--- src/rtl/lever_ctrl.sv ---
// Lever sequencing controller: detects a player walking into the lever
// hitbox, plays a four-step swing animation, latches the lever state and
// ramps the linked moving platform one pixel per frame.
module lever_ctrl #(
  parameter int LEVER_X         = 146,
  parameter int LEVER_Y         = 329,
  parameter int LEVER_HALF      = 10,
  parameter int PLAYER_HALF     = 12,
  parameter int PLATFORM_TRAVEL = 64
) (
  input  logic       vga_clk,
  input  logic       reset,
  input  logic       frame_tick,
  input  logic [9:0] fb_x,
  input  logic [9:0] fb_y,
  input  logic [9:0] wg_x,
  input  logic [9:0] wg_y,
  output logic       lever_flipped,
  output logic [1:0] anim_stage,
  output logic       busy,
  output logic [6:0] platform_offset,
  output logic       platform_moving
);

  // Hitbox geometry in the 11-bit signed domain used for the distance math.
  localparam logic signed [10:0] CENTRE_X = 11'(LEVER_X);
  localparam logic signed [10:0] CENTRE_Y = 11'(LEVER_Y);
  localparam logic [10:0]        REACH    = 11'(LEVER_HALF + PLAYER_HALF);
  localparam logic [6:0]         TRAVEL   = 7'(PLATFORM_TRAVEL);

  typedef enum logic [1:0] {
    IDLE_OFF  = 2'd0,
    SWING_ON  = 2'd1,
    IDLE_ON   = 2'd2,
    SWING_OFF = 2'd3
  } state_t;

  state_t state;
  logic   prev_fb;
  logic   prev_wg;
  logic   ov_fb;
  logic   ov_wg;
  logic   trigger;
  logic   on_target;

  // True when a 10-bit coordinate lies within REACH of the given centre
  // (distance exactly equal to REACH still counts as a hit).
  function automatic logic axis_hit(input logic [9:0] pos, input logic signed [10:0] centre);
    logic signed [10:0] diff;
    logic [10:0]        mag;
    diff = $signed({1'b0, pos}) - centre;
    mag  = diff[10] ? unsigned'(-diff) : unsigned'(diff);
    return (mag <= REACH);
  endfunction

  // Combinational overlap of each player with the lever and rising-edge trigger.
  always_comb begin
    ov_fb   = axis_hit(fb_x, CENTRE_X) & axis_hit(fb_y, CENTRE_Y);
    ov_wg   = axis_hit(wg_x, CENTRE_X) & axis_hit(wg_y, CENTRE_Y);
    trigger = (ov_fb & ~prev_fb) | (ov_wg & ~prev_wg);
  end

  // Lever sequencer: overlap history, swing animation and latched lever state.
  always_ff @(posedge vga_clk or posedge reset) begin
    if (reset) begin
      state         <= IDLE_OFF;
      prev_fb       <= 1'b0;
      prev_wg       <= 1'b0;
      lever_flipped <= 1'b0;
      anim_stage    <= 2'd0;
      busy          <= 1'b0;
    end else if (frame_tick) begin
      // History tracks overlap on every tick, even while a swing discards
      // triggers, so a player parked on the lever never retriggers.
      prev_fb <= ov_fb;
      prev_wg <= ov_wg;
      case (state)
        IDLE_OFF: begin
          if (trigger) begin
            state      <= SWING_ON;
            anim_stage <= 2'd1;
            busy       <= 1'b1;
          end
        end
        SWING_ON: begin
          anim_stage <= anim_stage + 2'd1;
          if (anim_stage == 2'd2) begin
            state         <= IDLE_ON;
            lever_flipped <= 1'b1;
            busy          <= 1'b0;
          end
        end
        IDLE_ON: begin
          if (trigger) begin
            state      <= SWING_OFF;
            anim_stage <= 2'd2;
            busy       <= 1'b1;
          end
        end
        SWING_OFF: begin
          anim_stage <= anim_stage - 2'd1;
          if (anim_stage == 2'd1) begin
            state         <= IDLE_OFF;
            lever_flipped <= 1'b0;
            busy          <= 1'b0;
          end
        end
        default: begin
          state      <= IDLE_OFF;
          anim_stage <= 2'd0;
          busy       <= 1'b0;
        end
      endcase
    end
  end

  // Platform heads for full travel while the lever is swinging on or is on.
  always_comb begin
    on_target = (state == SWING_ON) || (state == IDLE_ON);
  end

  // Platform ramp: one pixel per tick toward the target, saturating there;
  // a new target mid-travel simply reverses from the current offset.
  always_ff @(posedge vga_clk or posedge reset) begin
    if (reset) begin
      platform_offset <= 7'd0;
      platform_moving <= 1'b0;
    end else if (frame_tick) begin
      if (on_target && (platform_offset < TRAVEL)) begin
        platform_offset <= platform_offset + 7'd1;
        platform_moving <= 1'b1;
      end else if (!on_target && (platform_offset != 7'd0)) begin
        platform_offset <= platform_offset - 7'd1;
        platform_moving <= 1'b1;
      end else begin
        platform_moving <= 1'b0;
      end
    end
  end

endmodule

--- config.mk ---
export PLATFORM = sky130hd
export DESIGN_NAME = lever_ctrl
export DESIGN_NICKNAME = d
export VERILOG_FILES = /design/src/rtl/lever_ctrl.sv
export SDC_FILE = /design/constraint.sdc
export NUM_CORES = 1
export LEC_CHECK = 0
export CAP_MARGIN = 25
export CORE_AREA = 2 2 107 109
export DETAILED_ROUTE_END_ITERATION = 10
export DIE_AREA = 0 0 109 111
export DONT_BUFFER_PORTS = 1
export PLACE_DENSITY_LB_ADDON = 0.05
export SYNTH_ARGS = -nofsm -noshare
export SYNTH_HDL_FRONTEND = slang
export SYNTH_SLANG_ARGS = --single-unit
--- constraint.sdc ---
create_clock -name vga_clk -period 5 [get_ports vga_clk]
set_clock_uncertainty 0.2 [all_clocks]
set_input_delay 1 -clock vga_clk [delete_from_list [all_inputs] [get_ports vga_clk]]
set_output_delay 1 -clock vga_clk [all_outputs]
set_load 0.02 [all_outputs]
==> results.json, run 1 <==
{
  "track_usage_pct": 13.90,
  "ys_types": 78,
  "synth-async-reset-ratio_pct": 100.0,
  "powerDensity_nw_per_um2": 338.9,
  "ctsResizeCount": 0,
  "reg2reg_depth": 11,
  "rsz0062_at_grt": "no",
  "grt_max_degree": 17,
  "post_cts_buffers": 0,
  "pwr-share-clk_pct": 15.5,
  "ir_worst_vdd_v": 0.0003204,
  "core.rowCount": 39,
  "leakage_nw": 1.272,
  "netlist_area_um2": 3196,
  "hold_path.class": "flip-flop to flip-flop",
  "r2r_start": "state[1]$_DFFE_PP0P_",
  "dp_slack_ns": 0.8061,
  "route.detailed.drc": 0,
  "drt_iter0_drc": 105,
  "power_switching_mw": 0.5123,
  "combPwrFrac_pct": 56.2,
  "vias": 3010,
  "wirelength_mm": 8.318,
  "whs_path_depth": 1,
  "gp_congestion": 0.7281,
  "p_int_mw": 0.6280,
  "core_area_um2": 11080,
  "drive_above_1_share_pct": 6.931,
  "layout.cells.non_filler": 547,
  "cts.path.max_buffers": 2,
  "hpwl_mm": 6.642,
  "cts_buffers": 3,
  "ff2ff_setup_slack_ns": 1.95,
  "critPathKind": "primary input to flip-flop",
  "vias_per_cell": 5.503,
  "io_pins": 55,
  "p_seq_share_pct": 28.3,
  "synthesis.nets": 491,
  "crit_path_start_kind": "primary input",
  "clkLatencyLatePin_ns": 0.25,
  "finalHoldViolations": 0,
  "grt.overflow.total": 0,
  "antenna_cells": 0,
  "end_kind": "flip-flop",
  "dieHeight_um": 111,
  "cts_sinks": 16,
  "netlist_instances": 422,
  "grt_pass1_vias": 2954,
  "fin_ws_ns": 1.121,
  "yosys_register_bits": 16,
  "die_w_um": 109,
  "synthFlopType": "dfrtp_1",
  "start_util_pct": 28.85,
  "critPathMaxStageDelay_ns": 0.42,
  "status": "finished, final reports clean",
  "min_period_ns": 3.879,
  "fin_nets": 474,
  "drv_cap": 0,
  "post-route-period-util_pct": 77.58,
  "root_buffer": "clkbuf_16",
  "cts_max_level": 1,
  "wire_per_inst_um": 15.21,
  "worst_path_max_delay_cell": "a221o_2",
  "cp.arrival_ns": 3.81,
  "drt_first_pass_iters": 4,
  "hold_end": "prev_wg$_DFFE_PP0P_",
  "postCtsHoldBufs": 0,
  "clk_pin_slew_ns": 0.05,
  "antenna_left": 0,
  "setup-tns-final_ns": 0,
  "finalSetupViolCount": 0,
  "syn2layout_area_growth_pct": 5.286,
  "yosys_warnings": 0,
  "path_max_fanout": 6,
  "path_cells": "inv_1 > ha_1 > nand2b_4 > a221o_2 > a21oi_1 > mux2i_1 > a32oi_1 > a2111oi_2 > nand4_1 > a21boi_2 > mux2_1",
  "synth-edff-count": 0,
  "grt_pass1_wl_mm": 14.19,
  "relSlewSlack_pct": 55.87,
  "syn_avg_cell_area_um2": 7.572,
  "port-buffer-count": 0,
  "worst_pin_slew_ns": 0.6612,
  "place_inst": 543,
  "dieArea_um2": 12100,
  "timing.fmax_mhz": 257.8,
  "maxSlewViolCount": 0,
  "yosysSeqAreaShare_pct": 12.53,
  "cts_tree": "built",
  "crit_required_ns": 4.93,
  "grt_antenna_before_repair": 0,
  "r2r_end": "platform_offset[6]$_DFFE_PP0P_",
  "p_sw_share_pct": 44.92,
  "min_from": "prev_wg$_DFFE_PP0P_"
}
## stage by stage
stage               hold WS [ns]  cell area, um^2  total power [mW]  utilization, %
floorplan                 0.2635             3196            0.8676               -
global route              0.3184             3364             1.270           30.37
detailed placement        0.2815             3276            0.9764           29.57
finish                    0.2924             3364             1.140           30.37
CTS                       0.2943             3364             1.161           30.37
global placement          0.2828             3276            0.9815           29.57
## power by group through the flow
| stage | combinational (mW) | clock (mW) | sequential, mW |
|---|---|---|---|
| 2_1_floorplan | 0.565 | 0 | 0.303 |
| 4_1_cts | 0.651 | 0.181 | 0.328 |
| 3_5_place_dp | 0.646 | 0 | 0.330 |
| 3_3_place_gp | 0.650 | 0 | 0.332 |
| 5_1_grt | 0.741 | 0.189 | 0.340 |
| 6_report | 0.641 | 0.177 | 0.323 |
## registers in the layout (all words and copies together), names as in the netlist
| signal | cells |
|---|---|
| prev_wg | 1 |
| prev_fb | 1 |
| platform_moving | 1 |
| state | 2 |
| busy | 1 |
| platform_offset | 7 |
| anim_stage | 2 |
| lever_flipped | 1 |
## synthesized netlist by cell type (all sizes together), types with 3 or more instances
master / instances / area [um^2]
o21ai: 36 / 183.9
nand2: 29 / 108.9
inv: 28 / 105.1
xnor2: 27 / 236.5
ha: 25 / 312.8
nor2: 24 / 90.09
a21oi: 20 / 100.1
nor3: 17 / 90.09
dfrtp: 16 / 400.4
nor2b: 12 / 75.07
buf: 11 / 57.56
clkbuf: 11 / 41.29
nand2b: 11 / 76.32
nand4: 8 / 50.05
o211ai: 8 / 65.06
xor2: 8 / 70.07
a21o: 7 / 52.55
a32oi: 7 / 61.31
mux2: 7 / 78.82
nand3: 7 / 35.03
mux2i: 6 / 60.06
nor4: 6 / 52.55
or3: 6 / 37.54
a2111oi: 4 / 47.55
a211oi: 4 / 30.03
nor3b: 4 / 30.03
a211o: 3 / 27.53
a21boi: 3 / 26.27
a22oi: 3 / 22.52
a31oi: 3 / 18.77
and2: 3 / 18.77
and3: 3 / 18.77
and4b: 3 / 30.03
o21a: 3 / 22.52
o21bai: 3 / 22.52
o22ai: 3 / 18.77
o31a: 3 / 26.28
or2: 3 / 21.27
## per-layer routing
metal / wire length, um / share of wire, % / vias up / global-route usage, %
li1: - / - / 1542 / -
met1: 4203 / 51 / 1418 / 20.36
met2: 3665 / 44 / 48 / 21.74
met3: 418 / 5.0 / 2 / 2.763
met4: 30 / 0.36 / 0 / 1.282
met5: 0 / 0 / - / 0
## layout make-up
type | count | area [um^2]
multi-input combinational | 356 | 2591
inverter | 28 | 105.1
fill | 1197 | 7712
tap | 143 | 178.9
sequential | 16 | 400.4
clock buffer | 4 | 88.84
## cells by family (layout without fill, tap and decap cells)
family / Yosys count / count (layout) / synth area share (%)
buffers and inverters: 50 / 32 / 6.382
adders and majority gates: 26 / 26 / 10.42
AOI/OAI and AO/OA: 134 / 134 / 30.42
muxes: 13 / 13 / 4.346
xor gates and xnor gates: 35 / 35 / 9.593
DFF: 16 / 16 / 12.53
and+or+nand+nor: 148 / 148 / 26.31
## how the worst max path moves through the flow
stage / endpoint / start / cells after the start / slack (ns)
2_1_floorplan: busy$_DFFE_PP0P_ / fb_y[0] / 12 / 0.97
3_3_place_gp: state[0]$_DFFE_PP0P_ / fb_y[1] / 11 / 0.90
3_5_place_dp: state[1]$_DFFE_PP0P_ / fb_y[1] / 11 / 0.81
4_1_cts: state[0]$_DFFE_PP0P_ / fb_y[1] / 11 / 1.07
5_1_grt: state[0]$_DFFE_PP0P_ / fb_y[1] / 11 / 0.80
6_report: state[1]$_DFFE_PP0P_ / fb_y[1] / 11 / 1.12
## cells in the final DEF (no fill, tap or decap), drive strengths merged, types with 4 or more instances in the layout
cell type  instances
nand4              8
ha                25
nor3b              4
inv               28
xnor2             27
nand2             29
nand3              7
a211oi             4
or3                6
mux2i              6
o211ai             8
dfrtp             16
mux2               7
nor2              24
clkbuf             4
a32oi              7
o21ai             36
a21o               7
a21oi             20
a2111oi            4
xor2               8
nor2b             12
nor4               6
nand2b            11
nor3              17
## critical path, delay by kind of cell
| kind | cells | cell delay (ns) |
|---|---|---|
| buffers and inverters | 1 | 0.05 |
| AO/OA/AOI/OAI | 5 | 1.53 |
| adder cells (fa/ha/maj) | 1 | 0.30 |
| AND/OR/NAND/NOR | 2 | 0.34 |
| multiplexers | 2 | 0.56 |
Power figures use the tool's default switching activity.
==> run 2: changes to the inputs <==
Clock period 5 ns to 4.1 ns, I/O delays scaled along.
==> run 2 against run 1 <==
  * Worst hold slack better by 0.0020 ns
  * Sequential cell count stayed put
  * Non-clock buffer count did not move
  * Via count shrank 2.3%
  * Core utilization unchanged
  * Largest cell class unchanged
  * Highest routed layer unchanged
==> results.json, run 2 (same netlist as run 1, synthesis figures left out) <==
{
  "post-route-period-util_pct": 90.51,
  "p_total_mw": 1.391,
  "grt_use_met3_pct": 2.469,
  "worst_path_max_delay_cell": "a221o_2",
  "status": "finished, final reports clean",
  "ff2ff_setup_slack_ns": 1.04,
  "timing.fmax_mhz": 269.5,
  "cts_buffers": 3,
  "core_area_um2": 11080,
  "cts_tree": "built",
  "relSlewSlack_pct": 53.83,
  "top_usage_layer": "met2",
  "leakage_nw": 1.272,
  "track_usage_pct": 13.94,
  "grtUsageMet1_pct": 20.48,
  "grt_pass1_wl_mm": 14.04,
  "antenna_left": 0,
  "syn2layout_area_growth_pct": 5.286,
  "wire_per_inst_um": 15.19,
  "rsz0062_at_grt": "no",
  "vias": 2940,
  "dieArea_um2": 12100,
  "reg2reg_depth": 11,
  "path_max_fanout": 6,
  "min_from": "prev_wg$_DFFE_PP0P_",
  "start_util_pct": 28.85,
  "setup-tns-final_ns": 0,
  "clkLatencyLatePin_ns": 0.25,
  "drive_above_1_share_pct": 6.931,
  "grt_pass1_vias": 2845,
  "gp_congestion": 0.7475,
  "grt.overflow.total": 0,
  "post_cts_buffers": 0,
  "grt_antenna_before_repair": 0,
  "ir_worst_vdd_v": 0.0003554,
  "cp_num_buf_inv": 1,
  "layout.cells.non_filler": 547,
  "port-buffer-count": 0,
  "path_cells": "inv_1 > ha_1 > nand2b_4 > a221o_2 > a211oi_1 > mux2i_1 > a32oi_1 > a2111oi_2 > nand4_1 > a21boi_2 > mux2_1",
  "whs_path_depth": 1,
  "multi_input_area_um2": 2591,
  "hpwl_mm": 6.611,
  "path_delay_family": "compound AO/OA/AOI/OAI gates",
  "cts.path.max_buffers": 2,
  "cts_sinks": 16,
  "reg_top3": "platform_offset: 7 flops, anim_stage: 2 flops, state: 2 flops",
  "drt_first_pass_iters": 4,
  "end_kind": "flip-flop",
  "nFillCells": 1168,
  "wirelength_mm": 8.307,
  "vias_per_cell": 5.375,
  "finalHoldViolations": 0,
  "hold_path.class": "flip-flop to flip-flop",
  "postCtsHoldBufs": 0,
  "critPathMaxStageDelay_ns": 0.42,
  "core.rowCount": 39,
  "r2r_end": "platform_offset[6]$_DFFE_PP0P_",
  "fin_nets": 474,
  "worst_pin_slew_ns": 0.6918,
  "place_inst": 543,
  "layout_commonest_cell": "o21ai_0",
  "final_util_pct": 30.37,
  "antenna_cells": 0,
  "grt_max_degree": 17,
  "maxSlewViolCount": 0,
  "die_w_um": 109,
  "met2_usage_pct": 21.70,
  "hold_end": "prev_wg$_DFFE_PP0P_",
  "route.detailed.drc": 0,
  "root_buffer": "clkbuf_16",
  "r2r_start": "state[1]$_DFFE_PP0P_",
  "whs_ns": 0.2944,
  "dieHeight_um": 111,
  "finalSetupViolCount": 0,
  "layout_common_cells": "o21ai_0 (34), nand2_1 (29), inv_1 (28), xnor2_1 (27), ha_1 (25)",
  "cts_max_level": 1,
  "drv_cap": 0,
  "regMostFlops": "platform_offset",
  "powerDensity_nw_per_um2": 413.5,
  "crit_required_ns": 4.03,
  "drt_iter0_drc": 114,
  "cp.arrival_ns": 3.64,
  "critPathKind": "primary input to flip-flop",
  "crit_path_start": "fb_y[1]",
  "largest_register_ffs": 7,
  "crit_path_start_kind": "primary input",
  "ctsResizeCount": 0,
  "min_period_ns": 3.711,
  "regArea_um2": 400.4,
  "io_pins": 55,
  "clk_pin_slew_ns": 0.05
}
run 2: cell counts in the layout (fill, tap and decap cells not counted):
No cell type changed its count.
run 2: how the worst max path moves through the flow:
stage	endpoint	slack, ns	cells past startpoint
6_report	state[1]$_DFFE_PP0P_	0.39	11
4_1_cts	state[1]$_DFFE_PP0P_	0.33	11
2_1_floorplan	busy$_DFFE_PP0P_	0.25	12
3_5_place_dp	busy$_DFFE_PP0P_	0.08	11
3_3_place_gp	state[0]$_DFFE_PP0P_	0.18	11
5_1_grt	state[1]$_DFFE_PP0P_	0.06	11
run 2: power breakdown:
part	internal, mW	switching, mW	total [mW]
Combinational	0.385	0.397	0.782
Sequential	0.232	0.164	0.396
Clock	0.148	0.0654	0.214
run 2: per-layer routing:
metal | wire [um] | vias up | part of all wire (%)
li1 | - | 1544 | -
met3 | 410 | 2 | 4.9
met5 | 0 | - | 0
met1 | 4181 | 1349 | 50
met2 | 3687 | 45 | 44
met4 | 29 | 0 | 0.35
run 2: worst register-to-register path, delay by kind of cell, from the launching register on:
family / cells / cell delay (ns)
adders and majority gates: 2 / 0.86
DFF: 1 / 0.41
AOI/OAI and AO/OA: 4 / 0.66
and+or+nand+nor: 3 / 0.52
muxes: 1 / 0.18
buffers and inverters: 1 / 0.10
run 2: area by class of cell:
cell class                 count  share of cell area, %
multi-input combinational    356                  77.02
sequential                    16                  11.90
tap                          143                  5.318
inverter                      28                  3.124
clock buffer                   4                  2.640
run 2: through the flow:
step	instance area (um^2)	setup slack, ns
finish	3364	0.3890
global route	3364	0.05683
CTS	3364	0.3287
detailed placement	3276	0.08418
global placement	3276	0.1842
floorplan	3196	0.2509
